==> config.mk <==
export PLATFORM = sky130hd
export DESIGN_NAME = id_stage_pipe
export DESIGN_NICKNAME = d
export VERILOG_FILES = /design/src/rtl/id_stage_pipe.sv
export SDC_FILE = /design/constraint.sdc
export NUM_CORES = 1
export LEC_CHECK = 0
export BUFFER_PORTS_ARGS = -buffer_cell sky130_fd_sc_hd__buf_4
export CAP_MARGIN = 10
export CORE_AREA = 2 2 181 183
export DETAILED_ROUTE_END_ITERATION = 16
export DIE_AREA = 0 0 183 185
export SLEW_MARGIN = 20
export SYNTH_ARGS = -nofsm -noshare
export SYNTH_HDL_FRONTEND = slang
export SYNTH_SLANG_ARGS = --single-unit
==> constraint.sdc <==
create_clock -name clk -period 2.38 [get_ports clk]
set_input_delay 0.357 -clock clk [delete_from_list [all_inputs] [get_ports clk]]
set_output_delay 0.357 -clock clk [all_outputs]
set_load 0.02 [all_outputs]
==> src/rtl/id_stage_pipe.sv <==
// id_stage_pipe: MIPS32 decode stage with built-in ID/EX register, operand forwarding and load-use stall.
// Optional: define ID_BRANCH_EN to decode BEQ/BNE with the compare resolved in this stage.
`ifndef ALU_NOP
`define ALU_NOP  5'd0
`define ALU_OR   5'd1
`define ALU_MOV  5'd2
`define ALU_MULT 5'd3
`define ALU_DIV  5'd4
`endif

module id_stage_pipe #(
    parameter int DATA_W  = 32,
    parameter int NUM_BYP = 2
) (
    input  logic                      clk,
    input  logic                      rst,
    input  logic [31:0]               inst_i,
    input  logic [31:0]               pc_i,
    input  logic                      valid_i,
    output logic                      ready_o,
    output logic [4:0]                readAddr1_o,
    output logic [4:0]                readAddr2_o,
    output logic                      readEnable1_o,
    output logic                      readEnable2_o,
    input  logic [DATA_W-1:0]         readData1_i,
    input  logic [DATA_W-1:0]         readData2_i,
    input  logic [DATA_W-1:0]         HI_data_i,
    input  logic [DATA_W-1:0]         LO_data_i,
    input  logic [NUM_BYP-1:0]        byp_writeEnable_i,
    input  logic [5*NUM_BYP-1:0]      byp_writeAddr_i,
    input  logic [DATA_W*NUM_BYP-1:0] byp_writeData_i,
    input  logic [2*NUM_BYP-1:0]      byp_writeHILO_i,
    input  logic [DATA_W*NUM_BYP-1:0] byp_writeHI_data_i,
    input  logic [NUM_BYP-1:0]        byp_isLoad_i,
    input  logic                      ex_ready_i,
    input  logic                      flush_i,
    output logic                      branchEnable_o,
    output logic [31:0]               branchAddr_o,
    output logic                      valid_o,
    output logic [DATA_W-1:0]         oprand1_o,
    output logic [DATA_W-1:0]         oprand2_o,
    output logic [4:0]                writeAddr_o,
    output logic                      writeEnable_o,
    output logic [1:0]                writeHILO_o,
    output logic [4:0]                ALUop_o,
    output logic                      signed_o
);
    logic [5:0] op, funct;
    logic [4:0] rs, rt, rd;
    logic [15:0] imm;
    logic is_special, is_ori, is_j, is_mfhi, is_mthi, is_mult, is_div, is_beq, is_bne;
    logic re1, re2, haz, hazard, fire, taken;
    logic [DATA_W-1:0] fwd1, fwd2, fwd_hi, lo_arch, op1, op2;
    logic [4:0] wa, alu;
    logic we, sg;
    logic [1:0] hilo;
    logic [31:0] target;

    assign op     = inst_i[31:26];
    assign rs     = inst_i[25:21];
    assign rt     = inst_i[20:16];
    assign rd     = inst_i[15:11];
    assign funct  = inst_i[5:0];
    assign imm    = inst_i[15:0];
    assign lo_arch = LO_data_i;

    assign is_special = op == 6'b000000;
    assign is_ori     = op == 6'b001101;
    assign is_j       = op == 6'b000010;
    assign is_mfhi    = is_special && funct == 6'b010000;
    assign is_mthi    = is_special && funct == 6'b010001;
    assign is_mult    = is_special && funct == 6'b011000;
    assign is_div     = is_special && funct == 6'b011010;
`ifdef ID_BRANCH_EN
    assign is_beq     = op == 6'b000100;
    assign is_bne     = op == 6'b000101;
`else
    assign is_beq     = 1'b0;
    assign is_bne     = 1'b0;
`endif

    assign re1           = is_ori | is_mthi | is_mult | is_div | is_beq | is_bne;
    assign re2           = is_mult | is_div | is_beq | is_bne;
    assign readEnable1_o = re1;
    assign readEnable2_o = re2;
    assign readAddr1_o   = re1 ? rs : 5'd0;
    assign readAddr2_o   = re2 ? rt : 5'd0;

    // Forwarding: walk channels oldest to youngest so channel 0 overrides; also flag load-use matches
    always_comb begin
        fwd1   = readData1_i;
        fwd2   = readData2_i;
        fwd_hi = HI_data_i;
        haz    = 1'b0;
        for (int k = NUM_BYP - 1; k >= 0; k--) begin
            if (byp_writeEnable_i[k] && byp_writeAddr_i[5*k +: 5] == rs)
                fwd1 = byp_writeData_i[DATA_W*k +: DATA_W];
            if (byp_writeEnable_i[k] && byp_writeAddr_i[5*k +: 5] == rt)
                fwd2 = byp_writeData_i[DATA_W*k +: DATA_W];
            if (byp_writeHILO_i[2*k+1])
                fwd_hi = byp_writeHI_data_i[DATA_W*k +: DATA_W];
            if (byp_writeEnable_i[k] && byp_isLoad_i[k] &&
                ((re1 && rs != 5'd0 && byp_writeAddr_i[5*k +: 5] == rs) ||
                 (re2 && rt != 5'd0 && byp_writeAddr_i[5*k +: 5] == rt)))
                haz = 1'b1;
        end
        if (rs == 5'd0)
            fwd1 = '0;
        if (rt == 5'd0)
            fwd2 = '0;
    end

    assign op1  = re1 ? fwd1 : (is_mfhi ? fwd_hi : '0);
    assign op2  = re2 ? fwd2 : (is_ori ? {{(DATA_W-16){1'b0}}, imm} : '0);
    assign wa   = is_ori ? rt : (is_mfhi ? rd : 5'd0);
    assign we   = is_ori | is_mfhi;
    assign hilo = is_mthi ? 2'b10 : ((is_mult | is_div) ? 2'b11 : 2'b00);
    assign alu  = is_ori ? `ALU_OR : (is_mfhi | is_mthi) ? `ALU_MOV :
                  is_mult ? `ALU_MULT : is_div ? `ALU_DIV : `ALU_NOP;
    assign sg   = is_div;

    assign hazard  = valid_i && haz;
    assign ready_o = rst && !hazard && (!valid_o || ex_ready_i);
    assign fire    = valid_i && ready_o;

`ifdef ID_BRANCH_EN
    assign taken  = is_j | (is_beq & (op1 == op2)) | (is_bne & (op1 != op2));
    assign target = is_j ? {pc_i[31:28], inst_i[25:0], 2'b00}
                         : pc_i + 32'd4 + {{14{imm[15]}}, imm, 2'b00};
`else
    assign taken  = is_j;
    assign target = {pc_i[31:28], inst_i[25:0], 2'b00};
`endif

    assign branchEnable_o = fire && taken && !flush_i;
    assign branchAddr_o   = branchEnable_o ? target : 32'd0;

    // ID/EX register: flush beats a new fire, which beats EX draining the held instruction
    always_ff @(posedge clk or negedge rst) begin
        if (!rst) begin
            valid_o       <= 1'b0;
            oprand1_o     <= '0;
            oprand2_o     <= '0;
            writeAddr_o   <= 5'd0;
            writeEnable_o <= 1'b0;
            writeHILO_o   <= 2'b00;
            ALUop_o       <= `ALU_NOP;
            signed_o      <= 1'b0;
        end else if (flush_i) begin
            valid_o <= 1'b0;
        end else if (fire) begin
            valid_o       <= 1'b1;
            oprand1_o     <= op1;
            oprand2_o     <= op2;
            writeAddr_o   <= wa;
            writeEnable_o <= we;
            writeHILO_o   <= hilo;
            ALUop_o       <= alu;
            signed_o      <= sg;
        end else if (valid_o && ex_ready_i) begin
            valid_o <= 1'b0;
        end
    end
endmodule

### Word level (Yosys, flattened, before mapping)

Cells that the tools add are included.
Widths: inputs -> output; s select.

* register bits: 79
* output and inout port bits: 125

* equal/unequal tests: 10
* muxes and demuxes: 28
* bitwise gates (word level): 7
* reductions and logical operators: 38

Operators with widths (count)
* $mux 32: 12
* $logic_and 1x1->1: 25
* $eq 6x5->1 const B: 4
* $eq 5x5->1: 4
* $mux 5: 4
* $mux 16: 1
* $mux 3: 4
* $logic_not 5->1: 2
* $reduce_bool 5->1: 2
* $eq 6x2->1 const B: 1
* $eq 6x4->1 const B: 1
* $logic_not 6->1: 1
* $or 1x1->1: 6
* $mux 1: 5
* $mux 2: 2
* $logic_not 1->1: 3
* $logic_or 1x1->1: 3
* $reduce_bool 3->1: 1
* $reduce_and 2->1: 1
* $not 1->1: 1

### Longest topological paths before layout

Gate-level depths: netlist of the first run.

* depth in word-level cells: 19
* depth in mapped cells: 9

### Worst setup path before layout of the first run

OpenSTA, ideal clock, no wires.

* path type: input -> output
* from: input inst_i[29]
* to: output branchAddr_o[22]
* arrival time: 2391 ps
* slack: -368 ps
* cell stages on the path: 8
* path buffers: 2
* path through: or4_1 > or3_1 > buf_2 > o21ba_1 > a211oi_2 > nor4_1 > clkbuf_1 > and2_1

* cells in the longest elaborated chain, start to end: 19

Ends and longest elaborated chain
* start: declaration: RTL line 17 `input logic [31:0] inst_i,`
* $logic_not 6->1: RTL line 67 `assign is_special = op == 6'b000000;`
* $logic_and 1x1->1: RTL line 71 `assign is_mthi = is_special && funct == 6'b010001;`
* $or 1x1->1 (3 in a row): RTL line 82 `assign re1 = is_ori | is_mthi | is_mult | is_div | is_beq | is_bne;`
* $logic_and 1x1->1 (2 in a row): RTL line 103 `((re1 && rs != 5'd0 && byp_writeAddr_i[5*k +: 5] == rs) ||`
* $logic_or 1x1->1: RTL line 103
* $logic_and 1x1->1: RTL line 102 `if (byp_writeEnable_i[k] && byp_isLoad_i[k] &&`
* $mux 1 (2 in a row): RTL line 102
* $logic_and 1x1->1: RTL line 122 `assign hazard = valid_i && haz;`
* $logic_not 1->1: RTL line 123 `assign ready_o = rst && !hazard && (!valid_o || ex_ready_i);`
* $logic_and 1x1->1 (2 in a row): RTL line 123
* $logic_and 1x1->1: RTL line 124 `assign fire = valid_i && ready_o;`
* $logic_and 1x1->1 (*) (2 in a row): RTL line 135 `assign branchEnable_o = fire && taken && !flush_i;`
* named net branchEnable_o: RTL line 37 `output logic branchEnable_o,`
* $mux 32 (*): RTL line 136 `assign branchAddr_o = branchEnable_o ? target : 32'd0;`
* end: declaration: RTL line 38 `output logic [31:0] branchAddr_o,`

Mark *: on every way through the listed nets, which the timed path passes. The rest lies on a longest branch.

### Final worst setup path of the first run

* from: input inst_i[29]
* to: output ready_o

* cells in the longest elaborated chain, start to end: 15

Ends and longest elaborated chain
* $logic_not 6->1: RTL line 67
* $logic_and 1x1->1: RTL line 71
* $or 1x1->1 (3 in a row): RTL line 82
* $logic_and 1x1->1 (2 in a row): RTL line 103
* $logic_or 1x1->1: RTL line 103
* $logic_and 1x1->1: RTL line 102
* $mux 1: RTL line 102
* $mux 1 (*): RTL line 102
* $logic_and 1x1->1 (*): RTL line 122
* $logic_not 1->1 (*): RTL line 123
* $logic_and 1x1->1 (*) (2 in a row): RTL line 123
* end: declaration: RTL line 20 `output logic ready_o,`

Mark *: on every way between the ends. The rest lies on a longest branch, timed or not.

==> results of run 1 <==
-- layout make-up --
type                            count  area, sq um  area share [%]
Timing Repair Buffer              505         4510            38.3
Clock buffer                       10          229            1.94
Inverter                           22         85.1           0.723
Sequential cell                    77         1930            16.4
Clock inverter                      6         70.1           0.595
Tap cell                          408          510            4.34
Multi-Input combinational cell    525         4440            37.7
Antenna cell                        1         2.50          0.0213
-- power by group through the flow --
stage	clock, mW	sequential, mW	combinational (mW)
after CTS	1.52	1.33	1.13
after floorplan	0	1.37	0.330
after global routing	1.57	1.33	1.22
after detailed placement	0	1.35	1.01
after global placement	0	1.35	1.00
final	1.47	1.33	1.14
-- what timing repair did --
| item | 4_1_cts | 5_1_grt |
|---|---|---|
| hold buffers | 0 | 0 |
| gates cloned | 12 | 2 |
| pin swaps | 22 | 9 |
| resized for setup | 136 | 40 |
| endpoints found under the hold margin | 0 | 0 |
| setup buffers | 11 | 6 |
| setup endpoints to repair | 100 | 121 |
-- state kept, by name, indices dropped and copies added (netlist names) --
name           cells
oprand2_o         32
ALUop_o            3
writeHILO_o        2
writeEnable_o      1
signed_o           1
writeAddr_o        5
oprand1_o         32
valid_o            1
-- how the worst max path moves through the flow --
| stage | to | slack (ns) | from |
|---|---|---|---|
| 2_1_floorplan | branchAddr_o[22] | -0.24 | inst_i[29] |
| 3_3_place_gp | branchAddr_o[11] | -0.48 | inst_i[29] |
| 3_5_place_dp | branchAddr_o[4] | -0.53 | inst_i[29] |
| 4_1_cts | branchAddr_o[4] | -0.39 | inst_i[29] |
| 5_1_grt | ready_o | -0.49 | inst_i[29] |
| 6_report | ready_o | -0.44 | inst_i[29] |
-- synth_stat cells, types with 9 or more instances --
| master | n |
|---|---|
| a221oi_1 | 32 |
| o32ai_1 | 32 |
| xnor2_1 | 15 |
| inv_1 | 21 |
| a21oi_1 | 49 |
| clkbuf_1 | 46 |
| and3_1 | 17 |
| and2_1 | 57 |
| mux2_4 | 9 |
| mux2i_1 | 68 |
| dfrtp_1 | 77 |
| mux2_2 | 45 |
| o21ai_0 | 34 |
| nor2_1 | 76 |
| a211oi_1 | 17 |
| a2bb2oi_1 | 16 |
-- routing by layer --
metal	up-vias	global-route usage, %	wire, microns
met3	43	3.70	2410
met1	3608	24.7	14200
met5	-	0	0
met4	0	5.57	837
met2	374	33.1	16700
li1	3445	-	-
-- cell families after synthesis --
kind of cell	count (synthesis)	synth area share, %
buffers and inverters	88	6.06
muxes	124	22.0
DFF	77	31.5
AOI/OAI and AO/OA	190	21.8
other	1	0.0613
xor gates and xnor gates	20	2.86
and+or+nand+nor	187	15.8
-- per-stage QoR --
stage | hold slack [ns] | setup TNS (ns) | cell area, sq um
after floorplan | 0.0614 | -17.77 | 6190
after global placement | 0.471 | -45.36 | 10200
after detailed placement | 0.477 | -49.95 | 10200
after CTS | 0.172 | -24.36 | 11600
after global routing | 0.188 | -39.64 | 11800
final | 0.141 | -34.50 | 11800
==> results.sh, run 1 <==
export IMPL_vdd_drop_max_uv=320
export IMPL_finClkSkew_ns=0.00825
export IMPL_drt_first_pass_iters=4
export IMPL_num_rows=66
export IMPL_internal_power_mw=2.77
export IMPL_p_clk_share_pct=37.3
export IMPL_core_area_sq_um=32000
export IMPL_r2r_cells=6
export IMPL_crit_buf_inv=4
export IMPL_worst_path_stages=10
export IMPL_root_buffer="clkbuf_16"
export IMPL_switching_share_pct=29.8
export IMPL_n_fill_cell=3251
export IMPL_p_comb_share_pct=29.0
export IMPL_seq_area_frac_synth_pct=31.5
export IMPL_clockBufferDepth=2
export IMPL_synth_edff_count=0
export IMPL_dp_hpwl_microns=25000
export IMPL_violations="negative setup slack"
export IMPL_final_common_cell="buf_4"
export IMPL_synthesis_area_sq_um=6110
export IMPL_slew_viol_final=0
export IMPL_worst_pin_slew_ns=0.639
export IMPL_drc=0
export IMPL_crit_chain="buf_6, or4_4, or3_4, o21ba_4, a211oi_4, buf_4, buf_6, o21ai_2, and3_4, buf_6"
export IMPL_fin_crit_ns=2.82
export IMPL_slew_headroom_pct=57.4
export IMPL_rsz0062_at_grt="yes"
export IMPL_crit_top_cell="buf_6"
export IMPL_power_frac_seq_pct=33.7
export IMPL_grt_overflow=0
export IMPL_setup_ws_ns=-0.444
export IMPL_final_cell_mix="411 x buf_4, 77 x dfrtp_1, 72 x nor2_1"
export IMPL_crit_required_ns=2.02
export IMPL_period_share_pct=119
export IMPL_gp_congestion=0.898
export IMPL_cts_sinks=77
export IMPL_arrival_ns=2.47
export IMPL_ys_ff_latch=77
export IMPL_status="finished, violations left"
export IMPL_grt_max_degree=78
export IMPL_max_stage_delay_ns=0.54
export IMPL_clock_latency_ns=0.34
export IMPL_yosys_top_cells_area="dfrtp_1 32%, mux2i_1 11%, mux2_2 8.3%"
export IMPL_worst_setup_path_start_kind="input port"
export IMPL_hold_viol_final=0
export IMPL_htree_levels=3
export IMPL_placedCellCount=1509
export IMPL_die_h_microns=185
export IMPL_syn_area_per_cell_sq_um=8.90
export IMPL_finalNetCount=1483
export IMPL_cts_made_buffers=9
export IMPL_power_density_nw_per_um2=335
export IMPL_syn2layout_area_growth_pct=92.5
export IMPL_grt_pass1_wl_microns=48400
export IMPL_grt_total_usage_pct=19.3
export IMPL_num_vias=7470
export IMPL_clkTransAtPathRegs_ns=0.07
export IMPL_io_pins=468
export IMPL_finalPower_mw=3.94
export IMPL_netlist_instances=687
export IMPL_drt_wl_total_microns=34200
export IMPL_die_w_microns=183
export IMPL_crit_family="simple AND/OR/NAND/NOR gates"
export IMPL_place_ws_ns=-0.526
export IMPL_cap_violations=0
export IMPL_criticalPathCategory="input port to primary output"
export IMPL_path_max_fanout=3
export IMPL_io_buffers=401
export IMPL_drt_first_iter_violations=356
export IMPL_grt_pass1_vias=7439
export IMPL_hold_path_class="input port to asynchronous set/reset pin"
export IMPL_instances_no_fill=1554
export IMPL_layout_drive_gt1_share_pct=58.1
export IMPL_finalSetupViolCount=121
export IMPL_async_flop_share_pct=100
export IMPL_yosysTopAreaCell="dfrtp_1"
export IMPL_synth_main_ff_cell="dfrtp_1"
export IMPL_cpMaxStageDelayCell="or4_4"
export IMPL_r2r_start="valid_o"
export IMPL_rrSetupSlack_ns=0.37
export IMPL_initial_core_util_pct=19.1
export IMPL_power_switching_mw=1.17
export IMPL_finish_utilization_pct=36.7
export IMPL_critical_path_endpoint_type="primary output"
export IMPL_power_leakage_nw=5.66
export IMPL_cts_tree="done"
export IMPL_antenna_found_initial=1
export IMPL_synth_top_area_share_pct=31.5
export IMPL_synthDistinctLibCells=43
export IMPL_ys_warn_count=0
export IMPL_avgViaCountPerCell=4.81
export IMPL_routedWlPerCell_microns=22.0
export IMPL_design_die_area_sq_um=33900
export IMPL_reg2reg_to="oprand1_o[6]"
export IMPL_postRouteAntennaNets=0
export IMPL_max_freq_mhz=354
Note: power is estimated with default switching activity, not from simulation.
==> run 2, diff against run 1 <==
Settings changed: CORE_AREA 2 2 181 183 to 2 2 182 184, DIE_AREA 0 0 183 185 to 0 0 184 186.
==> run 2 against run 1 <==
  * The run still ends with negative setup slack left
  * Combinational power shrank 4%
  * First-iteration DRC count shrank 3.9%
  * Sequential share of layout area grew 0.66 points
  * Clock-buffer cell count is the same
  * Sequential cell count is the same
  * Non-clock buffer count shrank 4
  * Largest power group unchanged
==> results.sh, run 2 (synthesis gave the netlist of run 1 again) <==
export IMPL_reg_top3="oprand1_o x32, oprand2_o x32, writeAddr_o x5"
export IMPL_top_layer_used="met4"
export IMPL_n_fill_cell=3366
export IMPL_met1_length_microns=13900
export IMPL_postRouteAntennaNets=0
export IMPL_crit_required_ns=2.02
export IMPL_num_vias=7405
export IMPL_status="finished, violations left"
export IMPL_final_area_sq_um=11300
export IMPL_die_w_microns=184
export IMPL_rsz0062_at_grt="yes"
export IMPL_clock_latency_ns=0.34
export IMPL_worst_pin_slew_ns=0.656
export IMPL_fin_crit_ns=2.81
export IMPL_multi_input_area_sq_um=4120
export IMPL_die_h_microns=186
export IMPL_place_ws_ns=-0.553
export IMPL_period_share_pct=118
export IMPL_grt_pass1_wl_microns=47700
export IMPL_grt_max_degree=78
export IMPL_grt_overflow=0
export IMPL_io_buffers=401
export IMPL_clockBufferDepth=2
export IMPL_finalNetCount=1479
export IMPL_drt_first_iter_violations=342
export IMPL_final_cell_mix="419 x buf_4, 77 x dfrtp_1, 74 x nor2_1"
export IMPL_hold_path_class="input port to asynchronous set/reset pin"
export IMPL_r2r_start="valid_o"
export IMPL_place_area_sq_um=10200
export IMPL_design_die_area_sq_um=34200
export IMPL_seq_area_sq_um=1930
export IMPL_cts_tree="done"
export IMPL_initial_core_util_pct=19.0
export IMPL_final_common_cell="buf_4"
export IMPL_htree_levels=3
export IMPL_rrSetupSlack_ns=0.41
export IMPL_violations="negative setup slack"
export IMPL_arrival_ns=2.46
export IMPL_slew_headroom_pct=56.2
export IMPL_root_buffer="clkbuf_16"
export IMPL_layout_drive_gt1_share_pct=54.5
export IMPL_num_rows=66
export IMPL_hold_viol_final=0
export IMPL_drt_wl_total_microns=33700
export IMPL_io_pins=468
export IMPL_worst_setup_path_start_kind="input port"
export IMPL_finClkSkew_ns=0.00656
export IMPL_cts_made_buffers=9
export IMPL_avgViaCountPerCell=4.77
export IMPL_path_max_fanout=31
export IMPL_dp_hpwl_microns=25700
export IMPL_drc=0
export IMPL_cts_sinks=77
export IMPL_placedCellCount=1508
export IMPL_core_area_sq_um=32200
export IMPL_instances_no_fill=1552
export IMPL_r2r_cells=7
export IMPL_grt_total_usage_pct=19.0
export IMPL_cap_violations=0
export IMPL_finalSetupViolCount=121
export IMPL_vdd_drop_max_uv=286
export IMPL_max_freq_mhz=355
export IMPL_gp_congestion=0.883
export IMPL_power_density_nw_per_um2=356
export IMPL_routedWlPerCell_microns=21.7
export IMPL_grt_pass1_vias=7440
export IMPL_clkTransAtPathRegs_ns=0.07
export IMPL_wl_met3_microns=2650
export IMPL_criticalPathCategory="input port to primary output"
export IMPL_met2_length_microns=16300
export IMPL_slew_viol_final=0
export IMPL_power_leakage_nw=5.53
export IMPL_drt_first_pass_iters=5
export IMPL_syn2layout_area_growth_pct=85.0
export IMPL_antenna_found_initial=3
export IMPL_critical_path_endpoint_type="primary output"
export IMPL_reg2reg_to="writeHILO_o[1]"
export IMPL_setup_ws_ns=-0.434
run 2: how the worst max path moves through the flow:
stage	start	to	slack, ns
2_1_floorplan	inst_i[29]	branchAddr_o[22]	-0.24
3_3_place_gp	inst_i[29]	branchAddr_o[11]	-0.50
3_5_place_dp	inst_i[29]	branchAddr_o[10]	-0.55
4_1_cts	inst_i[29]	branchAddr_o[10]	-0.42
5_1_grt	inst_i[29]	branchAddr_o[18]	-0.49
6_report	inst_i[29]	branchAddr_o[5]	-0.43
run 2: through the flow:
| stage | power [mW] | util, % | hold slack [ns] | TNS, ns |
|---|---|---|---|---|
| global placement | 2.36 | 31.7 | 0.472 | -49.96 |
| global route | 4.22 | 35.1 | 0.184 | -33.76 |
| floorplan | 1.70 | - | 0.0614 | -17.77 |
| CTS | 4.09 | 35.1 | 0.173 | -31.17 |
| finish | 4.03 | 35.1 | 0.158 | -28.15 |
| detailed placement | 2.36 | 31.7 | 0.483 | -55.15 |
run 2: layout make-up:
cell class / count / share of cell area (%)
Tap cell: 408 / 4.51
Sequential cell: 77 / 17.0
Inverter: 22 / 0.752
Clock buffer: 10 / 2.11
Antenna cell: 3 / 0.0663
Timing Repair Buffer: 501 / 38.3
Multi-Input combinational cell: 525 / 36.4
Clock inverter: 6 / 0.818
run 2: critical path: stages:
cell and delay [ns]:
buf_6 0.10, or4_4 0.52, or3_4 0.44, o21ba_4 0.22, a211oi_4 0.22, nor4_4 0.09, buf_12 0.17, and2_1 0.18
buf_6 0.13
run 2: power breakdown:
part | internal (mW) | switching (mW) | total (mW)
combinational | 0.608 | 0.490 | 1.10
clock | 0.958 | 0.644 | 1.60
sequential | 1.32 | 0.00841 | 1.33
total | 2.89 | 1.14 | 4.03
run 2: timing repair:
action / in CTS / in global routing
pin swaps: 5 / 5
endpoints found under the setup margin: 105 / 121
hold buffers: 0 / 0
hold endpoints to repair: 0 / 0
resized for setup: 96 / 18
setup buffers: 18 / 4
cloned: 8 / 0
run 2: routing by layer:
layer  GRT usage (%)  up-vias
met1            23.7     3519
met2            32.0      404
li1                -     3437
met5               0        -
met3            4.81       45
met4            6.14        0
==> run 3, diff against run 2 <==
Settings changed: ABC_AREA set to 1, CORE_AREA 2 2 182 184 to 4 4 178 180, DIE_AREA 0 0 184 186 to 0 0 182 184.
==> run 3 against run 2 <==
  * The run now ends clean
  * Via count grew 20%
  * Final cell count grew 25%
  * Worst hold slack gained 0.054 ns
  * Synthesized cell count grew 69%
  * Non-clock buffer count shrank 60
  * Register-to-register slack gained 0.25 ns
==> results.sh, run 3 <==
export IMPL_status="finished, final reports clean"
export IMPL_async_flop_share_pct=100
export IMPL_final_cell_mix="428 x buf_4, 414 x nand2_1, 146 x nor2_1"
export IMPL_synthesis_area_sq_um=6840
export IMPL_hold_ws_ns=0.212
export IMPL_synth_edff_count=0
export IMPL_grt_pass1_wl_microns=50700
export IMPL_final_common_cell="buf_4"
export IMPL_clkTransAtPathRegs_ns=0.07
export IMPL_cpMaxStageDelayCell="o211ai_4"
export IMPL_power_leakage_nw=6.49
export IMPL_clock_latency_ns=0.34
export IMPL_grt_use_met2_pct=32.7
export IMPL_crit_required_ns=2.02
export IMPL_synth_common_cells="420 x nand2_1, 155 x nor2_1, 121 x nand3_1"
export IMPL_syn2layout_area_growth_pct=58.7
export IMPL_max_freq_mhz=437
export IMPL_arrival_ns=1.93
export IMPL_diodes=0
export IMPL_critical_path_endpoint_type="primary output"
export IMPL_netlist_instances=1160
export IMPL_root_buffer="clkbuf_16"
export IMPL_initial_core_util_pct=22.7
export IMPL_syn_area_per_cell_sq_um=5.90
export IMPL_worst_setup_path_start_kind="input port"
export IMPL_cts_made_buffers=9
export IMPL_cts_tree="done"
export IMPL_vdd_drop_max_uv=328
export IMPL_grt_total_usage_pct=19.6
export IMPL_fin_crit_ns=2.29
export IMPL_path_max_fanout=8
export IMPL_drt_first_iter_violations=614
export IMPL_seq_area_frac_synth_pct=28.2
export IMPL_drt_first_pass_iters=5
export IMPL_place_ws_ns=0.00474
export IMPL_core_area_sq_um=30200
export IMPL_htree_levels=3
export IMPL_grt_pass1_vias=8313
export IMPL_power_density_nw_per_um2=359
export IMPL_drt_wl_total_microns=35600
export IMPL_num_vias=8860
export IMPL_gp_congestion=0.954
export IMPL_grt_max_degree=66
export IMPL_dp_hpwl_microns=27800
export IMPL_cap_violations=0
export IMPL_max_stage_delay_ns=0.26
export IMPL_switching_share_pct=30.1
export IMPL_setup_ws_ns=0.0932
export IMPL_drc=0
export IMPL_synthDistinctLibCells=30
export IMPL_num_rows=64
export IMPL_period_share_pct=96.1
export IMPL_antenna_found_initial=3
export IMPL_gr_usage_met3_pct=4.59
export IMPL_hold_viol_final=0
export IMPL_internal_power_mw=2.73
export IMPL_instances_no_fill=1934
export IMPL_reg_top3="oprand1_o x32, oprand2_o x32, writeAddr_o x5"
export IMPL_power_frac_seq_pct=34.0
export IMPL_yosysTopAreaCell="dfrtp_1"
export IMPL_p_clk_share_pct=41.9
export IMPL_n_fill_cell=3335
export IMPL_yosys_top_cells_area="dfrtp_1 28%, nand2_1 23%, nand3_1 8.9%"
export IMPL_io_buffers=401
export IMPL_slew_viol_final=0
export IMPL_synth_top_area_share_pct=28.2
export IMPL_slew_headroom_pct=37.8
export IMPL_die_h_microns=184
export IMPL_grt_overflow=0
export IMPL_busiest_layer="met2"
export IMPL_finalNetCount=1876
export IMPL_avgViaCountPerCell=4.58
export IMPL_ys_warn_count=0
export IMPL_finalSetupViolCount=0
export IMPL_crit_chain="buf_4, inv_4, nor2_1, o211ai_4, nand3_4, nand3_2, nand2_2, nand2_2, nand4_4, buf_12, nor2_1, buf_4"
export IMPL_ys_ff_latch=77
export IMPL_die_w_microns=182
export IMPL_design_die_area_sq_um=33500
export IMPL_power_switching_mw=1.17
export IMPL_clockBufferDepth=2
export IMPL_io_pins=468
export IMPL_routedWlPerCell_microns=18.4
export IMPL_finClkSkew_ns=0.00627
export IMPL_use_met1_pct=25.9
export IMPL_p_comb_share_pct=24.2
export IMPL_synth_main_ff_cell="dfrtp_1"
export IMPL_hold_path_class="input port to flip-flop"
export IMPL_layout_drive_gt1_share_pct=35.0
export IMPL_placedCellCount=1912
export IMPL_yosysMostFrequentCell="nand2_1"
export IMPL_cts_sinks=77
export IMPL_criticalPathCategory="input port to primary output"
export IMPL_worst_pin_slew_ns=0.934
export IMPL_postRouteAntennaNets=0
==> run 3: cell count changes after synthesis, sizes merged, moves of 21 or more <==
cell / delta
mux2i: -68
o32ai: -32
nand4: +31
nor2: +92
inv: +79
a221oi: -32
nand2: +412
nand3: +121
mux2: -24
o22ai: +21
and2: -57
==> run 3: cells by family after synthesis <==
| group | Yosys count | share of synthesized area (%) |
|---|---|---|
| and+or+nand+nor | 751 | 46.0 |
| DFF | 77 | 28.2 |
| xor gates and xnor gates | 5 | 0.640 |
| other | 1 | 0.0548 |
| AOI/OAI and AO/OA | 111 | 8.81 |
| buffers and inverters | 183 | 11.1 |
| muxes | 32 | 5.27 |
==> run 3: timing repair <==
action | CTS | global route
setup endpoints to repair | 0 | 31
hold buffers | 1 | 0
gates resized for setup | 0 | 19
endpoints found under the hold margin | 12 | 0
buffers inserted | 0 | 2
==> run 3: routing by layer <==
layer  routed length (microns)  vias up
met5                        47        -
met2                     17000      381
met1                     15000     4004
li1                          -     4432
met3                      2950       37
met4                       524        6
==> run 3: worst paths after layout <==
path | from | endpoint | slack [ns] | cells past startpoint
hold reg to reg | writeHILO_o[0] | writeHILO_o[0] | 0.47 | 2
hold / removal | flush_i | valid_o | 0.21 | 2
min in group asynchronous | rst | oprand2_o[18] | 0.24 | 2
setup reg to reg | valid_o | oprand1_o[0] | 0.66 | 6
max in group asynchronous | rst | writeHILO_o[0] | 1.49 | 2
setup / recovery | inst_i[1] | branchAddr_o[24] | 0.09 | 12
==> run 3: worst max-delay path: cells and delay by family <==
family	cells	cell delay (ns)
AOI/OAI and AO/OA	1	0.26
buffers and inverters	4	0.60
and+or+nand+nor	7	0.71
==> run 3: layout make-up <==
type / count / area [sq um] / share of cell area (%)
clock buffer: 9 / 225 / 2.07
timing repair buffer: 441 / 3460 / 31.9
inverter: 101 / 385 / 3.55
tap: 396 / 495 / 4.56
sequential: 77 / 1930 / 17.7
clock inverter: 7 / 105 / 0.968
multi-input combinational: 903 / 4260 / 39.2
==> run 3: power by group through the flow <==
stage,clock (mW),sequential (mW),combinational [mW]
2_1_floorplan,0,1.36,0.337
3_3_place_gp,0,1.35,0.931
3_5_place_dp,0,1.35,0.936
4_1_cts,1.68,1.33,0.940
5_1_grt,1.73,1.33,1.03
6_report,1.63,1.33,0.943
==> run 3: stage by stage <==
stage	setup TNS, ns	power (mW)	instance area, sq um	util [%]
finish	0	3.90	10900	36.0
global route	-0.0225	4.09	10900	36.0
CTS	0	3.95	10700	35.6
detailed placement	0	2.29	10400	34.4
global placement	0	2.28	10400	34.4
floorplan	0	1.70	6850	-
